## config.mk

```make
export PLATFORM = sky130hd
export DESIGN_NAME = phase_sequencer
export DESIGN_NICKNAME = d
export VERILOG_FILES = /design/src/rtl/phase_sequencer.sv
export SDC_FILE = /design/constraint.sdc
export NUM_CORES = 1
export LEC_CHECK = 0
export CAP_MARGIN = 10
export CORE_ASPECT_RATIO = 0.6
export CORE_MARGIN = 10
export CORE_UTILIZATION = 40
export CTS_BUF_LIST = sky130_fd_sc_hd__clkbuf_4
export CTS_CLUSTER_DIAMETER = 200
export CTS_CLUSTER_SIZE = 30
export DETAILED_ROUTE_END_ITERATION = 6
export GPL_ROUTABILITY_DRIVEN = 0
export PLACE_DENSITY = 0.59
export SYNTH_ARGS = -nofsm -noshare
export SYNTH_HDL_FRONTEND = slang
export SYNTH_SLANG_ARGS = --single-unit
export TNS_END_PERCENT = 20
```

## constraint.sdc

```tcl
create_clock -name clock -period 3.8 [get_ports clock]
set_input_delay 0.76 -clock clock [delete_from_list [all_inputs] [get_ports clock]]
set_output_delay 0.76 -clock clock [all_outputs]
set_load 0.01 [all_outputs]
```

## src/rtl/phase_sequencer.sv

```systemverilog
// Drives the preset/load side of a 4-bit presettable down counter through four timed phases,
// verifying each load and guarding each phase with a stall watchdog.
module phase_sequencer #(
  parameter logic [3:0]  DUR0    = 4'd6,
  parameter logic [3:0]  DUR1    = 4'd5,
  parameter logic [3:0]  DUR2    = 4'd3,
  parameter logic [3:0]  DUR3    = 4'd1,
  parameter bit          LOOP    = 1'b1,
  parameter int unsigned TIMEOUT = 20
) (
  input  logic       clock,
  input  logic       reset_n,
  input  logic       start,
  input  logic       stop,
  input  logic       clear,
  input  logic [3:0] count_in,
  output logic [3:0] preset,
  output logic       load,
  output logic [1:0] phase,
  output logic       phase_done,
  output logic       busy,
  output logic       err
);

  typedef enum logic [2:0] {IDLE, LOAD, VERIFY, RUN, ERROR} state_t;

  localparam logic [7:0] TMO = 8'(TIMEOUT);

  state_t     state;
  logic [7:0] watchdog;

  function automatic logic [3:0] dur(input logic [1:0] p);
    case (p)
      2'd0:    return DUR0;
      2'd1:    return DUR1;
      2'd2:    return DUR2;
      default: return DUR3;
    endcase
  endfunction

  always_ff @(posedge clock) begin
    if (!reset_n) begin
      state      <= IDLE;
      phase      <= '0;
      preset     <= '0;
      load       <= 1'b0;
      phase_done <= 1'b0;
      busy       <= 1'b0;
      err        <= 1'b0;
      watchdog   <= '0;
    end else begin
      load       <= 1'b0;
      phase_done <= 1'b0;
      // stop outranks everything in the active states, including a coincident zero
      if (stop && (state == LOAD || state == VERIFY || state == RUN)) begin
        state <= IDLE;
        phase <= '0;
        busy  <= 1'b0;
      end else begin
        case (state)
          IDLE: begin
            if (start && !stop) begin
              state  <= LOAD;
              phase  <= '0;
              preset <= dur(2'd0);
              load   <= 1'b1;
              busy   <= 1'b1;
            end
          end
          LOAD: state <= VERIFY;
          VERIFY: begin
            if (count_in == preset) begin
              state    <= RUN;
              watchdog <= '0;
            end else begin
              state <= ERROR;
              busy  <= 1'b0;
              err   <= 1'b1;
            end
          end
          RUN: begin
            watchdog <= watchdog + 8'd1;
            if (count_in == 4'd0) begin
              phase_done <= 1'b1;
              if (phase == 2'd3 && !LOOP) begin
                state <= IDLE;
                phase <= '0;
                busy  <= 1'b0;
              end else begin
                state  <= LOAD;
                phase  <= phase + 2'd1;
                preset <= dur(phase + 2'd1);
                load   <= 1'b1;
              end
            end else if (watchdog + 8'd1 == TMO) begin
              state <= ERROR;
              busy  <= 1'b0;
              err   <= 1'b1;
            end
          end
          ERROR: begin
            if (clear) begin
              state <= IDLE;
              phase <= '0;
              err   <= 1'b0;
            end
          end
          default: state <= IDLE;
        endcase
      end
    end
  end

endmodule

```

==> run summary <==
Leaving out fill and tap cells, the most frequent cell in the layout is dfxtp_1. The worst-case register-to-register setup slack is 2.02 ns, and the relative max-transition margin is 50.5%. In this run the critical register-to-register path is captured at state[0]$_SDFFE_PP0P_. 0 antenna diodes ended up in the layout. In this run the worst setup path terminates at watchdog[7]$_SDFFE_PN0P_. Ranked by total cell area, the synthesized netlist is headed by dfxtp_1 36%, a21oi_1 4.9%, o21ai_0 4.9%. Fill cells in the final layout number 225. The final hold violation count was 0; the number of search-and-repair iterations in the first detailed-routing pass was 4. The tools report the number of H-tree levels as 1.

Summed over all failing endpoints, the final setup total negative slack is 0 ns. Kind of start point of the critical path: an input pin. The clock arrives with 0.00325 ns of skew.

The most frequently used flop master after synthesis was dfxtp_1. The first global-routing pass estimated 4670 um of wire. The tools report the final worst-path setup slack as 1.47 ns.

The number of hold buffers added after CTS was 0. The flow ran to the end, and the final reports show no timing, DRC or antenna violations. The critical path is of the input pin to flip-flop type. Data on the critical path arrives at its endpoint at 2.53 ns.

The register clock-pin slew on the reported worst setup and hold paths is 0.12 ns, and the max-slew violation count is 0. In this run, the number of DRC markers left after iteration 0 of detailed routing was 133. The total overflow left after global routing is 0.

TritonCTS built the clock tree. The sequential cells in the finished layout cover a total of 400 um^2. The endpoint required time on the critical path was 4.00 ns. The worst setup path startpoint is count_in[2].

The area growth from synthesis to layout is 20.2%. Total power for the finished layout comes to 623 uW. The async set or reset register ratio after synthesis was 0%; the initial cell density of the core was 43.2%.

In the final layout, the multi-input gates occupy 668 um^2. In this run the worst hold path is classified as flip-flop to flip-flop. At the pin with the least slew margin, the transition time is 0.734 ns.

In this run the count of I/O pins placed on the die edge is 19. The tools report the count of clock tree sinks as 20. Derived from the worst setup path, the maximum achievable clock frequency is 428 MHz. The horizontal die dimension works out to 88.1 um. The number of global-route vias before repair is 906.

The worst register-to-register path begins at state[0]$_SDFFE_PP0P_. Of the post-synthesis cell area, the dominant cell type holds 36.0%. Power spread over the standard cell area amounts to 465 mW/mm^2. The cell count after synthesis came out at 130.

In the global route stage, overall resource usage came out at 11.0%. The total DRC errors in the routed layout is 0, and the count of flip-flops with a built-in enable after synthesis is 0. For this design the static power due to leakage is 0.448 nW. After synthesis, the netlist uses 46 different library cells.

The root buffer cell chosen for the clock tree is clkbuf_4. Setup repair after global routing left no endpoint under its margin. The run gives 36.0% as the register area share after synthesis.

The tools report the kind of capture point of the worst setup path as a flip-flop. Synthesis inferred 20 register bits. In this run the mean area of a mapped cell was 8.57 um^2.

In the layout the commonest cells are 20 x dfxtp_1, 17 x clkdlybuf4s50_1, 13 x nand2_1. The peak fanout along the critical path is 7. After floorplanning, the core was sized to cover 0.00257 mm^2.

The post-layout minimum cycle time came out at 2.33 ns. The clock passes through at most 2 buffers. Max-cap violations in this run came to 0.

Counting cells, the worst reg-to-reg path comes to 4. For this block, the via count after detailed routing is 1060. The run gives 141 as the number of nets in the synthesized netlist.

The number of buffers added on ports works out to 17. The number of cell rows is 14, and the latest clock arrival within the worst-skew pair is 0.31 ns. For this run, the number of Yosys warnings is 0. The tools report the HPWL reported at the end of detailed placement as 2280 um. Most area-hungry cell type in the Yosys netlist: dfxtp_1. The post-detailed-route wirelength per cell was 16.6 um; the remaining antenna violation count after routing was 0. Post-CTS setup repair buffer count: 0.

Dividing the detail-routed via count by the number of cells gives 5.99. The layout cell share with drive strength beyond 1 came out at 7.59%. The initial antenna violation count is 0, and the largest voltage drop on the vdd net is 0.250 mV.

The portion of the clock cycle consumed by the worst path in the final layout was 61.4%. Summed over all layers, the routed wires come to 2950 um. The largest net degree at the start of global routing is 15. The post-CTS resize count is 0. The height of the die came out at 60.9 um. Buffers inserted during clock tree synthesis total 3.

The die covers 0.00536 mm^2. Setup violations remaining at the end of the flow were counted as 0. The run gives 1.15 ns as the setup slack after placement.

The mapped netlist covers 0.00111 mm^2. Final-stage net count: 157.
power breakdown:
part | leakage (nW) | switching [mW] | internal (mW)
Clock | 0.0279 | 0.0722 | 0.107
Sequential | 0.162 | 0.0388 | 0.230
Combinational | 0.258 | 0.0916 | 0.0832
worst max-delay path: stages:
cell             delay (ns)
clkdlybuf4s50_1        0.49
xor2_1                 0.18
nor4_1                 0.61
o21a_1                 0.35
a311oi_1               0.14
worst min path at each step:
stage          slack (ns)  cells after the start                      from                        to
4_1_cts              0.49                      2          err$_SDFFE_PN0P_          err$_SDFFE_PN0P_
3_5_place_dp         0.47                      2          err$_SDFFE_PN0P_          err$_SDFFE_PN0P_
3_3_place_gp         0.46                      2          err$_SDFFE_PN0P_          err$_SDFFE_PN0P_
6_report             0.49                      2          err$_SDFFE_PN0P_          err$_SDFFE_PN0P_
2_1_floorplan        0.45                      1  watchdog[6]$_SDFFE_PN0P_  watchdog[6]$_SDFFE_PN0P_
5_1_grt              0.52                      2          err$_SDFFE_PN0P_          err$_SDFFE_PN0P_
layer usage:
| layer | part of all wire, % | wire, um | up-vias | global-route usage (%) |
|---|---|---|---|---|
| met1 | 47 | 1390 | 489 | 15.8 |
| met4 | 0.41 | 12 | 0 | 2.00 |
| li1 | - | - | 522 | - |
| met3 | 10 | 301 | 2 | 4.55 |
| met2 | 42 | 1250 | 47 | 14.7 |
| met5 | 0 | 0 | - | 0 |
flip-flops by register name (all words and copies together) (netlist names):
name / flops
err: 1
busy: 1
preset: 3
phase_done: 1
load: 1
state: 3
watchdog: 8
phase: 2
Yosys cell counts, types with 3 or more instances:
master     n
dfxtp_1   20
o21a_1     3
xor2_1     3
a21oi_1   11
a211oi_1   4
o21ai_0   11
a31oi_1    3
buf_2      3
nand3_1    4
nand2b_1   3
or3_1      3
nand2_1   13
nor2_1     8
layout make-up:
class	count	share of cell area (%)
multi-input combinational	102	49.9
sequential	20	29.9
timing repair buffer	17	12.7
tap	32	2.99
clock inverter	1	2.24
clock buffer	3	1.68
inverter	2	0.561
through the flow:
stage | std cells | instance area (um^2) | utilization, % | hold WS [ns]
floorplan | 130 | 1110 | - | 0.449
global placement | 173 | 1290 | 50.0 | 0.463
detailed placement | 173 | 1290 | 50.0 | 0.469
CTS | 177 | 1340 | 52.0 | 0.492
global route | 177 | 1340 | 52.0 | 0.520
finish | 177 | 1340 | 52.0 | 0.486
kinds of logic (layout without fill, tap and decap cells):
logic type,count (synthesis),after routing,share of synthesized area (%)
AND/OR/NAND/NOR,50,50,27.0
AO/OA/AOI/OAI,44,44,26.3
flip-flops,20,20,36.0
buffers and inverters,8,23,4.04
XOR/XNOR,3,3,2.36
adder cells (fa/ha/maj),2,2,2.25
multiplexers,2,2,1.80
other,1,1,0.337
Power figures use the tool's default switching activity.
